[src/rtl/multi_alarm_clock.sv]
// 24-hour clock kept in binary with BCD display outputs, NUM_ALARMS independent
// alarm channels with per-channel snooze, and range-checked time/alarm loads.
module multi_alarm_clock #(
    parameter int unsigned CLK_PER_SEC = 10,
    parameter int unsigned NUM_ALARMS  = 4,
    parameter int unsigned SNOOZE_MIN  = 5,
    parameter int unsigned SEL_W       = (NUM_ALARMS > 1) ? $clog2(NUM_ALARMS) : 1
) (
    input  logic                  clock,
    input  logic                  reset,
    input  logic [1:0]            hou1,
    input  logic [3:0]            hou0,
    input  logic [3:0]            min1,
    input  logic [3:0]            min0,
    input  logic                  loatim,
    input  logic                  loaala,
    input  logic [SEL_W-1:0]      alasel,
    input  logic                  alaon,
    input  logic                  stoala,
    input  logic                  snooze,
    output logic                  alarm,
    output logic [NUM_ALARMS-1:0] alavec,
    output logic [1:0]            houout1,
    output logic [3:0]            houout0,
    output logic [3:0]            minout1,
    output logic [3:0]            minout0,
    output logic [3:0]            secout1,
    output logic [3:0]            secout0,
    output logic                  tick,
    output logic                  lderr
);

    localparam int unsigned    PW         = (CLK_PER_SEC > 1) ? $clog2(CLK_PER_SEC) : 1;
    localparam logic [PW-1:0]  PrescMax   = PW'(CLK_PER_SEC - 1);
    localparam logic [SEL_W:0] NumAlarmsW = (SEL_W + 1)'(NUM_ALARMS);
    localparam logic [6:0]     SnoozeMin  = 7'(SNOOZE_MIN);

    logic [PW-1:0] presc_q, presc_d;
    logic          tick_q, tick_d;
    logic          lderr_q, lderr_d;
    logic [4:0]    hour_q, hour_d;
    logic [5:0]    min_q, min_d, sec_q, sec_d;

    logic [NUM_ALARMS-1:0] ring_q, ring_d, en_q, en_d, pend_q, pend_d;
    logic [4:0] ala_hour_q [NUM_ALARMS];
    logic [4:0] ala_hour_d [NUM_ALARMS];
    logic [5:0] ala_min_q  [NUM_ALARMS];
    logic [5:0] ala_min_d  [NUM_ALARMS];
    logic [4:0] snz_hour_q [NUM_ALARMS];
    logic [4:0] snz_hour_d [NUM_ALARMS];
    logic [5:0] snz_min_q  [NUM_ALARMS];
    logic [5:0] snz_min_d  [NUM_ALARMS];

    logic [5:0] ld_hour, ld_min;
    logic       fields_ok, sel_ok, time_ld, ala_ld, min_evt;
    logic [4:0] nxt_hour, snz_hour_new;
    logic [5:0] nxt_min, snz_min_new;
    logic [6:0] snz_sum;
    logic [NUM_ALARMS-1:0] wr_ch, ala_hit, snz_hit;

    // Load decode; ld_hour is 6 bits so out-of-range digit pairs are caught.
    always_comb begin
        ld_hour   = 6'(hou1) * 6'd10 + 6'(hou0);
        ld_min    = 6'(min1) * 6'd10 + 6'(min0);
        fields_ok = (hou0 <= 4'd9) && (min0 <= 4'd9) && (min1 <= 4'd5) && (ld_hour <= 6'd23);
        sel_ok    = {1'b0, alasel} < NumAlarmsW;
        time_ld   = loatim && fields_ok;
        ala_ld    = loaala && fields_ok && sel_ok;
    end

    always_comb begin
        nxt_min  = (min_q == 6'd59) ? 6'd0 : min_q + 6'd1;
        nxt_hour = hour_q;
        if (min_q == 6'd59) begin
            nxt_hour = (hour_q == 5'd23) ? 5'd0 : hour_q + 5'd1;
        end
        min_evt = tick_q && !time_ld && (sec_q == 6'd59);

        snz_sum      = 7'(min_q) + SnoozeMin;
        snz_min_new  = 6'(snz_sum);
        snz_hour_new = hour_q;
        if (snz_sum >= 7'd60) begin
            snz_min_new  = 6'(snz_sum - 7'd60);
            snz_hour_new = (hour_q == 5'd23) ? 5'd0 : hour_q + 5'd1;
        end
    end

    always_comb begin
        presc_d = (presc_q == PrescMax) ? '0 : presc_q + 1'b1;
        hour_d  = hour_q;
        min_d   = min_q;
        sec_d   = sec_q;
        if (time_ld) begin
            presc_d = '0;
            hour_d  = 5'(ld_hour);
            min_d   = ld_min;
            sec_d   = '0;
        end else if (tick_q) begin
            if (sec_q == 6'd59) begin
                sec_d  = '0;
                min_d  = nxt_min;
                hour_d = nxt_hour;
            end else begin
                sec_d = sec_q + 6'd1;
            end
        end
        tick_d  = (presc_d == PrescMax);
        lderr_d = (loatim && !fields_ok) || (loaala && !(fields_ok && sel_ok));
    end

    // Matches compare against the stored (pre-load) alarm and snooze times.
    always_comb begin
        wr_ch   = '0;
        ala_hit = '0;
        snz_hit = '0;
        for (int i = 0; i < int'(NUM_ALARMS); i++) begin
            wr_ch[i]   = ala_ld && (alasel == SEL_W'(i));
            ala_hit[i] = min_evt && en_q[i] && (nxt_hour == ala_hour_q[i]) &&
                         (nxt_min == ala_min_q[i]);
            snz_hit[i] = min_evt && pend_q[i] && (nxt_hour == snz_hour_q[i]) &&
                         (nxt_min == snz_min_q[i]);
        end
    end

    always_comb begin
        ring_d     = ring_q;
        en_d       = en_q;
        pend_d     = pend_q;
        ala_hour_d = ala_hour_q;
        ala_min_d  = ala_min_q;
        snz_hour_d = snz_hour_q;
        snz_min_d  = snz_min_q;
        for (int i = 0; i < int'(NUM_ALARMS); i++) begin
            if ((wr_ch[i] && !alaon) || stoala) begin
                ring_d[i] = 1'b0;
                pend_d[i] = 1'b0;
            end else if (snooze && ring_q[i]) begin
                ring_d[i]     = 1'b0;
                pend_d[i]     = 1'b1;
                snz_hour_d[i] = snz_hour_new;
                snz_min_d[i]  = snz_min_new;
            end else begin
                if (ala_hit[i] || snz_hit[i]) ring_d[i] = 1'b1;
                if (snz_hit[i]) pend_d[i] = 1'b0;
            end
            if (wr_ch[i]) begin
                ala_hour_d[i] = 5'(ld_hour);
                ala_min_d[i]  = ld_min;
                en_d[i]       = alaon;
            end
        end
    end

    always_ff @(posedge clock or negedge reset) begin
        if (!reset) begin
            presc_q <= '0;
            tick_q  <= 1'b0;
            lderr_q <= 1'b0;
            hour_q  <= '0;
            min_q   <= '0;
            sec_q   <= '0;
            ring_q  <= '0;
            en_q    <= '0;
            pend_q  <= '0;
            for (int i = 0; i < int'(NUM_ALARMS); i++) begin
                ala_hour_q[i] <= '0;
                ala_min_q[i]  <= '0;
                snz_hour_q[i] <= '0;
                snz_min_q[i]  <= '0;
            end
        end else begin
            presc_q    <= presc_d;
            tick_q     <= tick_d;
            lderr_q    <= lderr_d;
            hour_q     <= hour_d;
            min_q      <= min_d;
            sec_q      <= sec_d;
            ring_q     <= ring_d;
            en_q       <= en_d;
            pend_q     <= pend_d;
            ala_hour_q <= ala_hour_d;
            ala_min_q  <= ala_min_d;
            snz_hour_q <= snz_hour_d;
            snz_min_q  <= snz_min_d;
        end
    end

    assign houout1 = 2'(hour_q / 5'd10);
    assign houout0 = 4'(hour_q % 5'd10);
    assign minout1 = 4'(min_q / 6'd10);
    assign minout0 = 4'(min_q % 6'd10);
    assign secout1 = 4'(sec_q / 6'd10);
    assign secout0 = 4'(sec_q % 6'd10);
    assign tick    = tick_q;
    assign lderr   = lderr_q;
    assign alavec  = ring_q;
    assign alarm   = |ring_q;

endmodule
[config.mk]
export PLATFORM = sky130hd
export DESIGN_NAME = multi_alarm_clock
export DESIGN_NICKNAME = d
export VERILOG_FILES = /design/src/rtl/multi_alarm_clock.sv
export SDC_FILE = /design/constraint.sdc
export NUM_CORES = 1
export LEC_CHECK = 0
export BUFFER_PORTS_ARGS = -buffer_cell sky130_fd_sc_hd__buf_2
export CAP_MARGIN = 30
export CORE_MARGIN = 3
export CORE_UTILIZATION = 40
export CTS_BUF_LIST = sky130_fd_sc_hd__clkbuf_8
export DETAILED_ROUTE_END_ITERATION = 16
export HOLD_SLACK_MARGIN = 0.1
export MAX_ROUTING_LAYER = met4
export PLACE_DENSITY = 0.62
export SLEW_MARGIN = 20
export SYNTH_ARGS = -nofsm -noshare
export SYNTH_HDL_FRONTEND = slang
export SYNTH_SLANG_ARGS = --single-unit
[constraint.sdc]
create_clock -name clock -period 4.2 [get_ports clock]
set_input_delay 0.21 -clock clock [delete_from_list [all_inputs] [get_ports clock]]
set_output_delay 0.21 -clock clock [all_outputs]
set_load 0.005 [all_outputs]
==> flow_summary.toml, run 1 <==
[clocking]
h-tree-depth = 4
cts_tree = "done"
root_buffer = "clkbuf_8"
postCtsSetupBuffers = 0
clockBufferDepth = 2
clkTransAtPathRegs_ns = 0.08
numCtsBuffers = 17
cts_sinks = 123
insertion_delay_ns = 0.46

[outcome]
status = "complete, no violations"

[worst_hold_path]
min_path_type = "input pin to asynchronous set/reset pin"

[place]
gp_congestion = 0.932
io_buffers = 49
place_inst = 1184
placed_cell_area_um2 = 8630
hpwl_um = 17100

[grt]
grt_antenna_before_repair = 0
grt_pass1_vias = 6414
grt_max_degree = 50
grt_pass1_wl_um = 36900
grt-ovfl-total = 0
grtUsageTotal_pct = 22.3

[finish]
fin_util_pct = 46.2
drive_above_1_share_pct = 15.6
antennaDiodeCount = 0
finalNetCount = 1002
final_cells = 1225
area_growth_syn_to_layout_pct = 11.0
num-fill-cells = 1930
regArea_um2 = 3080
design_area_um2 = 9170
multi_input_area_um2 = 4730

[power]
ir_drop_uv = 231
leakage_nw = 4.04
p_per_area_nw_per_um2 = 591

[synthesis]
syn_inst = 911
synth-edff-count = 0
synth_most_common_cell = "nand2_1"
synth_warnings = 0
ys_ff_latch = 123
synth_commonest_cells = "nand2_1, dfrtp_1, o21ai_0"
synth_top_cell_by_area = "dfrtp_1"
synth_top_area_share_pct = 37.3
synthArstFlopShare_pct = 100
yosys-top-cells-area = "dfrtp_1, nand2_1, xnor2_1"
mappedNetlistArea_um2 = 8260
ys_seq_area_share_pct = 37.3
avgSynthCellArea_um2 = 9.06
ys_types = 79
synth-main-ff-cell = "dfrtp_1"

[die]
die_y_um = 150
initial_core_util_pct = 41.6
die_area_um2 = 22400
die_w_um = 150
row_count = 51
ios = 52
placeableCoreArea_um2 = 19800

[critical_path]
crit_path_end_kind = "flip-flop"
worstPathArrival_ns = 4.25
worstSetupPathType = "flip-flop to flip-flop"
worst_r2r_startpoint = "min_q[3]$_DFFE_PN0P_"
cp-start-kind = "flip-flop"
cp-startpoint = "min_q[3]$_DFFE_PN0P_"
critPathMaxFanout = 20
worstPathRequired_ns = 4.60

[timing]
skew_ns = 0.00914
rsz0062_at_grt = "no"
period_share_pct = 91.8
final-max-slew-violation-count = 0
min_period_ns = 3.85
relSlewSlack_pct = 39.4
max_freq_ghz = 0.259
worst_pin_slew_ns = 0.909
report.final.hold_viol_count = 0
setup_tns_ns = 0
setup_viol = 0

[route]
vias = 6807
drt-initial-drc-count = 461
drt_pass1_iterations = 5
viasPerCell = 5.56
drc = 0
drt.antenna.violating_nets = 0
wl_per_cell_um = 19.1
routed_wl_um = 23500

[job]
drv_cap = 0
==> sequential cells by signal (all words and copies together) (netlist names) <==
name,flops
tick,1
snz_min_q,24
ala_min_q,24
hour_q,5
snz_hour_q,20
presc_q,4
min_q,6
sec_q,6
en_q,4
alavec,4
ala_hour_q,20
pend_q,4
lderr,1
==> area by class of cell <==
cell class / count / area share (%)
clock inverter: 14 / 2.12
tap: 265 / 3.62
multi-input combinational: 697 / 51.6
inverter: 33 / 1.35
sequential: 123 / 33.6
timing repair buffer: 75 / 5.08
clock buffer: 18 / 2.70
==> cells in the final DEF, fill, tap and decap left out, drive strengths merged, types with 7 or more instances in the layout <==
cell,count
nand2,129
dfrtp,123
o21ai,90
buf,66
a21oi,59
xnor2,53
nor2,46
xor2,41
inv,34
mux2,31
ha,30
nor3,20
mux2i,20
clkbuf,18
nand3,13
nor4,12
nor2b,9
a211oi,9
dlygate4sd3,9
nand2b,8
a21o,8
o2111ai,8
and3,7
o221ai,7
==> per-layer routing <==
metal,vias to the layer above,GRT usage (%),wire length (um)
li1,3252,-,-
met1,3291,30.8,10900
met2,227,33.0,10400
met3,37,5.24,1620
met4,0,6.40,501
met5,-,-,0
==> power by group <==
group | internal (mW) | switching [mW] | total, mW
Clock | 0.662 | 0.512 | 1.17
Sequential | 1.38 | 0.326 | 1.71
Combinational | 1.02 | 1.51 | 2.53
==> per-stage QoR <==
step                setup slack, ns  power (mW)  hold slack (ns)
global route                  0.149        5.78            0.264
CTS                           0.503        5.42            0.225
detailed placement            0.979        4.23            0.190
floorplan                      1.50        3.42          -0.0856
global placement               1.11        4.21            0.198
finish                        0.346        5.41            0.238
==> timing repair <==
| action | 4_1_cts | 5_1_grt |
|---|---|---|
| gates resized for setup | 0 | 0 |
| hold buffers | 9 | 0 |
| hold endpoints to repair | 49 | 0 |
==> cell families (layout without fill, tap and decap cells) <==
logic type      Yosys count  after routing  share of synthesized area, %
simple gates            278            278                          16.4
compound gates          240            240                          18.3
flops                   123            123                          37.3
xor+xnor                 94             94                          10.2
buf+inv                  92            140                          5.65
mux                      51             51                          7.17
fa+ha+maj                32             32                          5.03
other cells               1              2                        0.0454
==> worst max-delay path, stage by stage (launching register included) <==
cell and delay (ns):
dfrtp_1 0.78, nor2b_1 0.66, a21oi_2 0.26, or3_1 0.38, a211oi_1 0.41, o2111ai_1 0.24, o31ai_1 0.31, o211a_1 0.19
dlygate4sd3_1 0.55
==> path summary, 6_finish.rpt <==
check                                       endpoint  slack (ns)  depth (start not counted)
max                            alavec[3]$_DFFE_PN0P_        0.35                          8
min reg2reg                snz_min_q[21]$_DFFE_PN0P_        0.51                          2
min                        ala_hour_q[3]$_DFFE_PN0N_        0.24                          2
max in group asynchronous  snz_hour_q[4]$_DFFE_PN0P_        2.97                          3
max reg2reg                    alavec[3]$_DFFE_PN0P_        0.35                          8
min in group clock                   lderr$_DFF_PN0_        0.24                          5
Note: power is estimated with default switching activity, not from simulation.
==> run 2: changes to the inputs <==
--- a/config.mk
+++ b/config.mk
@@ -12,7 +12,6 @@
 export CTS_BUF_LIST = sky130_fd_sc_hd__clkbuf_8
 export DETAILED_ROUTE_END_ITERATION = 16
 export HOLD_SLACK_MARGIN = 0.1
-export MAX_ROUTING_LAYER = met4
 export PLACE_DENSITY = 0.62
 export SLEW_MARGIN = 20
 export SYNTH_ARGS = -nofsm -noshare
==> run 2 against run 1 <==
Clock skew is 0.00054 ns higher. Sequential cell count stayed put. Count of clock-buffer cells in the layout stayed put. Routed wire length hardly changed. Critical path depth stayed put. Die area stayed put. Critical path type unchanged.
==> flow_summary.toml, run 2 (same netlist as run 1, synthesis figures left out) <==
[outcome]
status = "complete, no violations"

[timing]
period_share_pct = 92.9
setup_tns_ns = 0
whs_ns = 0.240
rsz0062_at_grt = "no"
final-max-slew-violation-count = 0
report.final.hold_viol_count = 0
setup_viol = 0
min_period_ns = 3.90
relSlewSlack_pct = 39.0
worst_pin_slew_ns = 0.914
max_freq_ghz = 0.256
skew_ns = 0.00967

[power]
ir_drop_uv = 231
p_per_area_nw_per_um2 = 591
leakage_nw = 4.04

[clocking]
clkTransAtPathRegs_ns = 0.08
clockBufferDepth = 2
insertion_delay_ns = 0.46
postCtsSetupBuffers = 0
root_buffer = "clkbuf_8"
h-tree-depth = 4
cts_sinks = 123
cts_tree = "done"
numCtsBuffers = 17

[grt]
grtUsageTotal_pct = 21.7
grt_busiest_layer = "met2"
use_met1_pct = 30.8
grt_pass1_vias = 6423
grt_max_degree = 50
grt_antenna_before_repair = 0
grt_pass1_wl_um = 36900
grt-ovfl-total = 0
met2_usage_pct = 33.0
met3_usage_pct = 5.24

[die]
die_area_um2 = 22400
die_y_um = 150
ios = 52
row_count = 51
die_w_um = 150
placeableCoreArea_um2 = 19800
initial_core_util_pct = 41.6

[place]
hpwl_um = 17100
placed_cell_area_um2 = 8630
io_buffers = 49
gp_congestion = 0.916

[critical_path]
r2r.worst_path.cells = 8
critPathMaxFanout = 20
cp_num_buf_inv = 1
path_cells = "nor2b_1 -> a21oi_2 -> or3_1 -> a211oi_1 -> o2111ai_1 -> o31ai_1 -> o211a_1 -> dlygate4sd3_1"
critPathMaxStageDelay_ns = 0.78
worstSetupPathType = "flip-flop to flip-flop"
crit_path_end_kind = "flip-flop"
reg2reg_to = "alavec[3]$_DFFE_PN0P_"
worst_r2r_startpoint = "min_q[3]$_DFFE_PN0P_"
r2r_slack_ns = 0.30
worstPathArrival_ns = 4.30
worstPathRequired_ns = 4.60
path_delay_family = "compound AO/OA/AOI/OAI gates"
cp-start-kind = "flip-flop"
cpMaxStageDelayCell = "dfrtp_1"

[route]
drt.antenna.violating_nets = 0
drt-initial-drc-count = 443
vias = 6812
routed_wl_um = 23500
drt_pass1_iterations = 5
drc = 0
viasPerCell = 5.56
wl_per_cell_um = 19.2

[finish]
finalNetCount = 1002
reg.largest.list = "ala_min_q (24), snz_min_q (24)"
antennaDiodeCount = 0
area_growth_syn_to_layout_pct = 11.0
design_area_um2 = 9170
drive_above_1_share_pct = 15.6
layout_commonest_cell = "nand2_1"
final_cell_mix = "nand2_1, dfrtp_1, o21ai_0"

[worst_hold_path]
whs_path_depth = 5
min_path_type = "input pin to flip-flop"
hold_end = "lderr$_DFF_PN0_"
min_from = "min1[3]"

[job]
drv_cap = 0
==> run 2: cell counts in the layout (fill, tap and decap cells not counted) <==
No cell type changed its count.
==> run 2: cell type report <==
cell class                      count  area (um^2)
Tap cell                          265          332
Clock buffer                       18          248
Timing Repair Buffer               75          465
Fill cell                        1930        10700
Clock inverter                     14          194
Inverter                           33          124
Sequential cell                   123         3080
Multi-Input combinational cell    697         4730
==> run 2: how the worst max path moves through the flow <==
stage                               from                    endpoint  cells past startpoint  slack, ns
floorplan           min_q[0]$_DFFE_PN0P_       alavec[1]$_DFFE_PN0P_                     12       1.50
global route        min_q[3]$_DFFE_PN0P_       alavec[3]$_DFFE_PN0P_                      9       0.15
finish              min_q[3]$_DFFE_PN0P_       alavec[3]$_DFFE_PN0P_                      8       0.30
global placement                 hou1[0]  snz_hour_q[14]$_DFFE_PN0P_                     10       1.11
detailed placement  min_q[3]$_DFFE_PN0P_       pend_q[1]$_DFFE_PN0P_                      7       0.98
CTS                 min_q[3]$_DFFE_PN0P_       alavec[3]$_DFFE_PN0P_                      8       0.50
==> run 2: per-layer routing <==
layer	vias to the layer above	part of all wire, %
met5	-	0
met4	0	2.3
met3	44	6.5
met2	234	44
met1	3277	48
li1	3257	-
==> run 2: through the flow <==
stage               power, mW  instances  setup WS (ns)  utilization (%)
global placement         4.21       1184           1.11             43.5
detailed placement       4.23       1184          0.979             43.5
global route             5.78       1225          0.149             46.2
CTS                      5.42       1225          0.503             46.2
floorplan                3.42        912           1.50                -
finish                   5.42       1225          0.299             46.2
==> run 2: power breakdown <==
part / switching, mW / internal (mW)
Sequential: 0.326 / 1.38
Clock: 0.510 / 0.662
Combinational: 1.51 / 1.02
==> run 2: repair_timing <==
action | in CTS | in global routing
endpoints found under the setup margin | 0 | 0
endpoints found under the hold margin | 49 | 0
hold buffers | 9 | 0
resized for setup | 0 | 0
==> run 2: worst min-delay path: cells and delay by family <==
family / cells / cell delay (ns)
simple gates: 3 / 0.32
buf+inv: 1 / 0.09
compound gates: 1 / 0.05
==> run 3: changes to the inputs <==
--- a/config.mk
+++ b/config.mk
@@ -7,7 +7,7 @@
 export LEC_CHECK = 0
 export BUFFER_PORTS_ARGS = -buffer_cell sky130_fd_sc_hd__buf_2
 export CAP_MARGIN = 30
-export CORE_MARGIN = 3
+export CORE_MARGIN = 5
 export CORE_UTILIZATION = 40
 export CTS_BUF_LIST = sky130_fd_sc_hd__clkbuf_8
 export DETAILED_ROUTE_END_ITERATION = 16
==> run 3 against run 2 <==
Combinational power is essentially flat. Utilization shrank 1.2 points. Sequential share of layout area grew 0.087 points. Total power shrank 0.36%. Sequential cell count is the same. Clock skew is essentially flat. Critical path type is now flip-flop to primary output. Critical endpoint is now minout0[3].
==> flow_summary.toml, run 3 (same netlist as run 1, synthesis figures left out) <==
[finish]
layout_commonest_cell = "nand2_1"
finalNetCount = 1001
area_growth_syn_to_layout_pct = 10.7
fin_util_pct = 45.0
antennaDiodeCount = 0
final_cell_mix = "nand2_1, dfrtp_1, o21ai_0"
final_cells = 1227
reg.largest.list = "ala_min_q (24), snz_min_q (24)"
design_area_um2 = 9140
drive_above_1_share_pct = 15.5

[timing]
rsz0062_at_grt = "no"
min_period_ns = 3.41
final-max-slew-violation-count = 0
period_share_pct = 81.2
whs_ns = 0.222
max_freq_ghz = 0.293
report.final.hold_viol_count = 0
worst_pin_slew_ns = 0.797
setup_tns_ns = 0
relSlewSlack_pct = 46.9
skew_ns = 0.00974
layout_setup_ws_ns = 0.790
setup_viol = 0

[grt]
met2_usage_pct = 30.5
grt_pass1_vias = 6454
grtUsageTotal_pct = 20.2
met3_usage_pct = 4.53
grt_max_degree = 45
use_met1_pct = 28.9
grt_antenna_before_repair = 0
grt_busiest_layer = "met2"
grt_pass1_wl_um = 37500
grt-ovfl-total = 0

[critical_path]
worstPathArrival_ns = 3.20
crit_path_end_kind = "primary output"
worstSetupPathType = "flip-flop to primary output"
cp-start-kind = "flip-flop"
r2r.worst_path.cells = 7
worstPathRequired_ns = 3.99
worst_r2r_startpoint = "min_q[3]$_DFFE_PN0P_"
reg2reg_to = "pend_q[1]$_DFFE_PN0P_"
r2r_slack_ns = 0.86
critPathMaxFanout = 16

[clocking]
h-tree-depth = 4
insertion_delay_ns = 0.45
cts_sinks = 123
clockBufferDepth = 2
postCtsSetupBuffers = 0
root_buffer = "clkbuf_8"
numCtsBuffers = 17
cts.repair.resized = 0
cts_hold_buf = 8
cts_tree = "done"
clkTransAtPathRegs_ns = 0.08

[route]
drt_pass1_iterations = 6
viasPerCell = 5.59
drt-initial-drc-count = 553
wl_per_cell_um = 19.2
routed_wl_um = 23600
vias = 6862
drc = 0
drt.antenna.violating_nets = 0

[power]
p_sw_mw = 2.34
power_mw = 5.40
combinationalPowerShare_pct = 47.2
p_sw_share_pct = 43.4
p_clk_share_pct = 21.2
p_int_mw = 3.06
leakage_nw = 4.03
power_frac_seq_pct = 31.7
ir_drop_uv = 246
p_per_area_nw_per_um2 = 590

[outcome]
status = "complete, no violations"

[job]
drv_cap = 0

[place]
dpl_worst_slack_ns = 1.00
place_inst = 1189
gp_congestion = 0.925
placed_cell_area_um2 = 8640
hpwl_um = 17200
io_buffers = 49

[die]
placeableCoreArea_um2 = 20300
die_area_um2 = 23600
initial_core_util_pct = 40.7
ios = 52
row_count = 52
die_y_um = 154
die_w_um = 154

[worst_hold_path]
whs_path_depth = 3
hold_end = "en_q[1]$_DFFE_PN0N_"
min_path_type = "input pin to flip-flop"
min_from = "alasel[1]"
## run 3: cell types whose count changed in the layout (fill, tap and decap cells not counted), sizes merged
cell	change
clkinvlp	-1
dlygate4sd3	-1
inv	-1
## run 3: how the worst max path moves through the flow
stage,from,endpoint,cells after the start
floorplan,min_q[0]$_DFFE_PN0P_,alavec[1]$_DFFE_PN0P_,12
global placement,min_q[1]$_DFFE_PN0P_,pend_q[2]$_DFFE_PN0P_,8
detailed placement,min_q[1]$_DFFE_PN0P_,alavec[2]$_DFFE_PN0P_,8
CTS,min_q[4]$_DFFE_PN0P_,minout0[3],11
global route,min_q[4]$_DFFE_PN0P_,minout0[2],10
finish,min_q[4]$_DFFE_PN0P_,minout0[3],11
## run 3: cell type report
| class | instances | area, um^2 |
|---|---|---|
| clock inverters | 12 | 174 |
| inverters | 33 | 124 |
| fillers | 2015 | 11200 |
| repair buffers | 74 | 455 |
| flip-flops and latches | 123 | 3080 |
| clock buffers | 18 | 248 |
| multi-input cells | 697 | 4730 |
| well taps | 270 | 338 |
## run 3: critical path, stage by stage, from the launching register on
cell and delay [ns]:
dfrtp_1 0.68, inv_1 0.25, ha_1 0.30, nand2b_1 0.17, a211oi_1 0.24, nor3_1 0.10
xnor2_1 0.23, nand2_1 0.08, a21oi_1 0.31, inv_1 0.09, a31oi_1 0.16, buf_2 0.13
## run 3: per-layer routing
metal | wire (um) | vias to the layer above
met5 | 0 | -
met1 | 11000 | 3327
met4 | 412 | 0
met3 | 1590 | 27
li1 | - | 3240
met2 | 10600 | 268
## run 3: power by group through the flow
stage	sequential (mW)	clock [mW]	combinational, mW
after detailed placement	1.73	0	2.51
after floorplan	1.55	0	1.87
after global routing	1.74	1.22	2.79
final	1.71	1.14	2.55
after global placement	1.72	0	2.49
after CTS	1.70	1.17	2.53
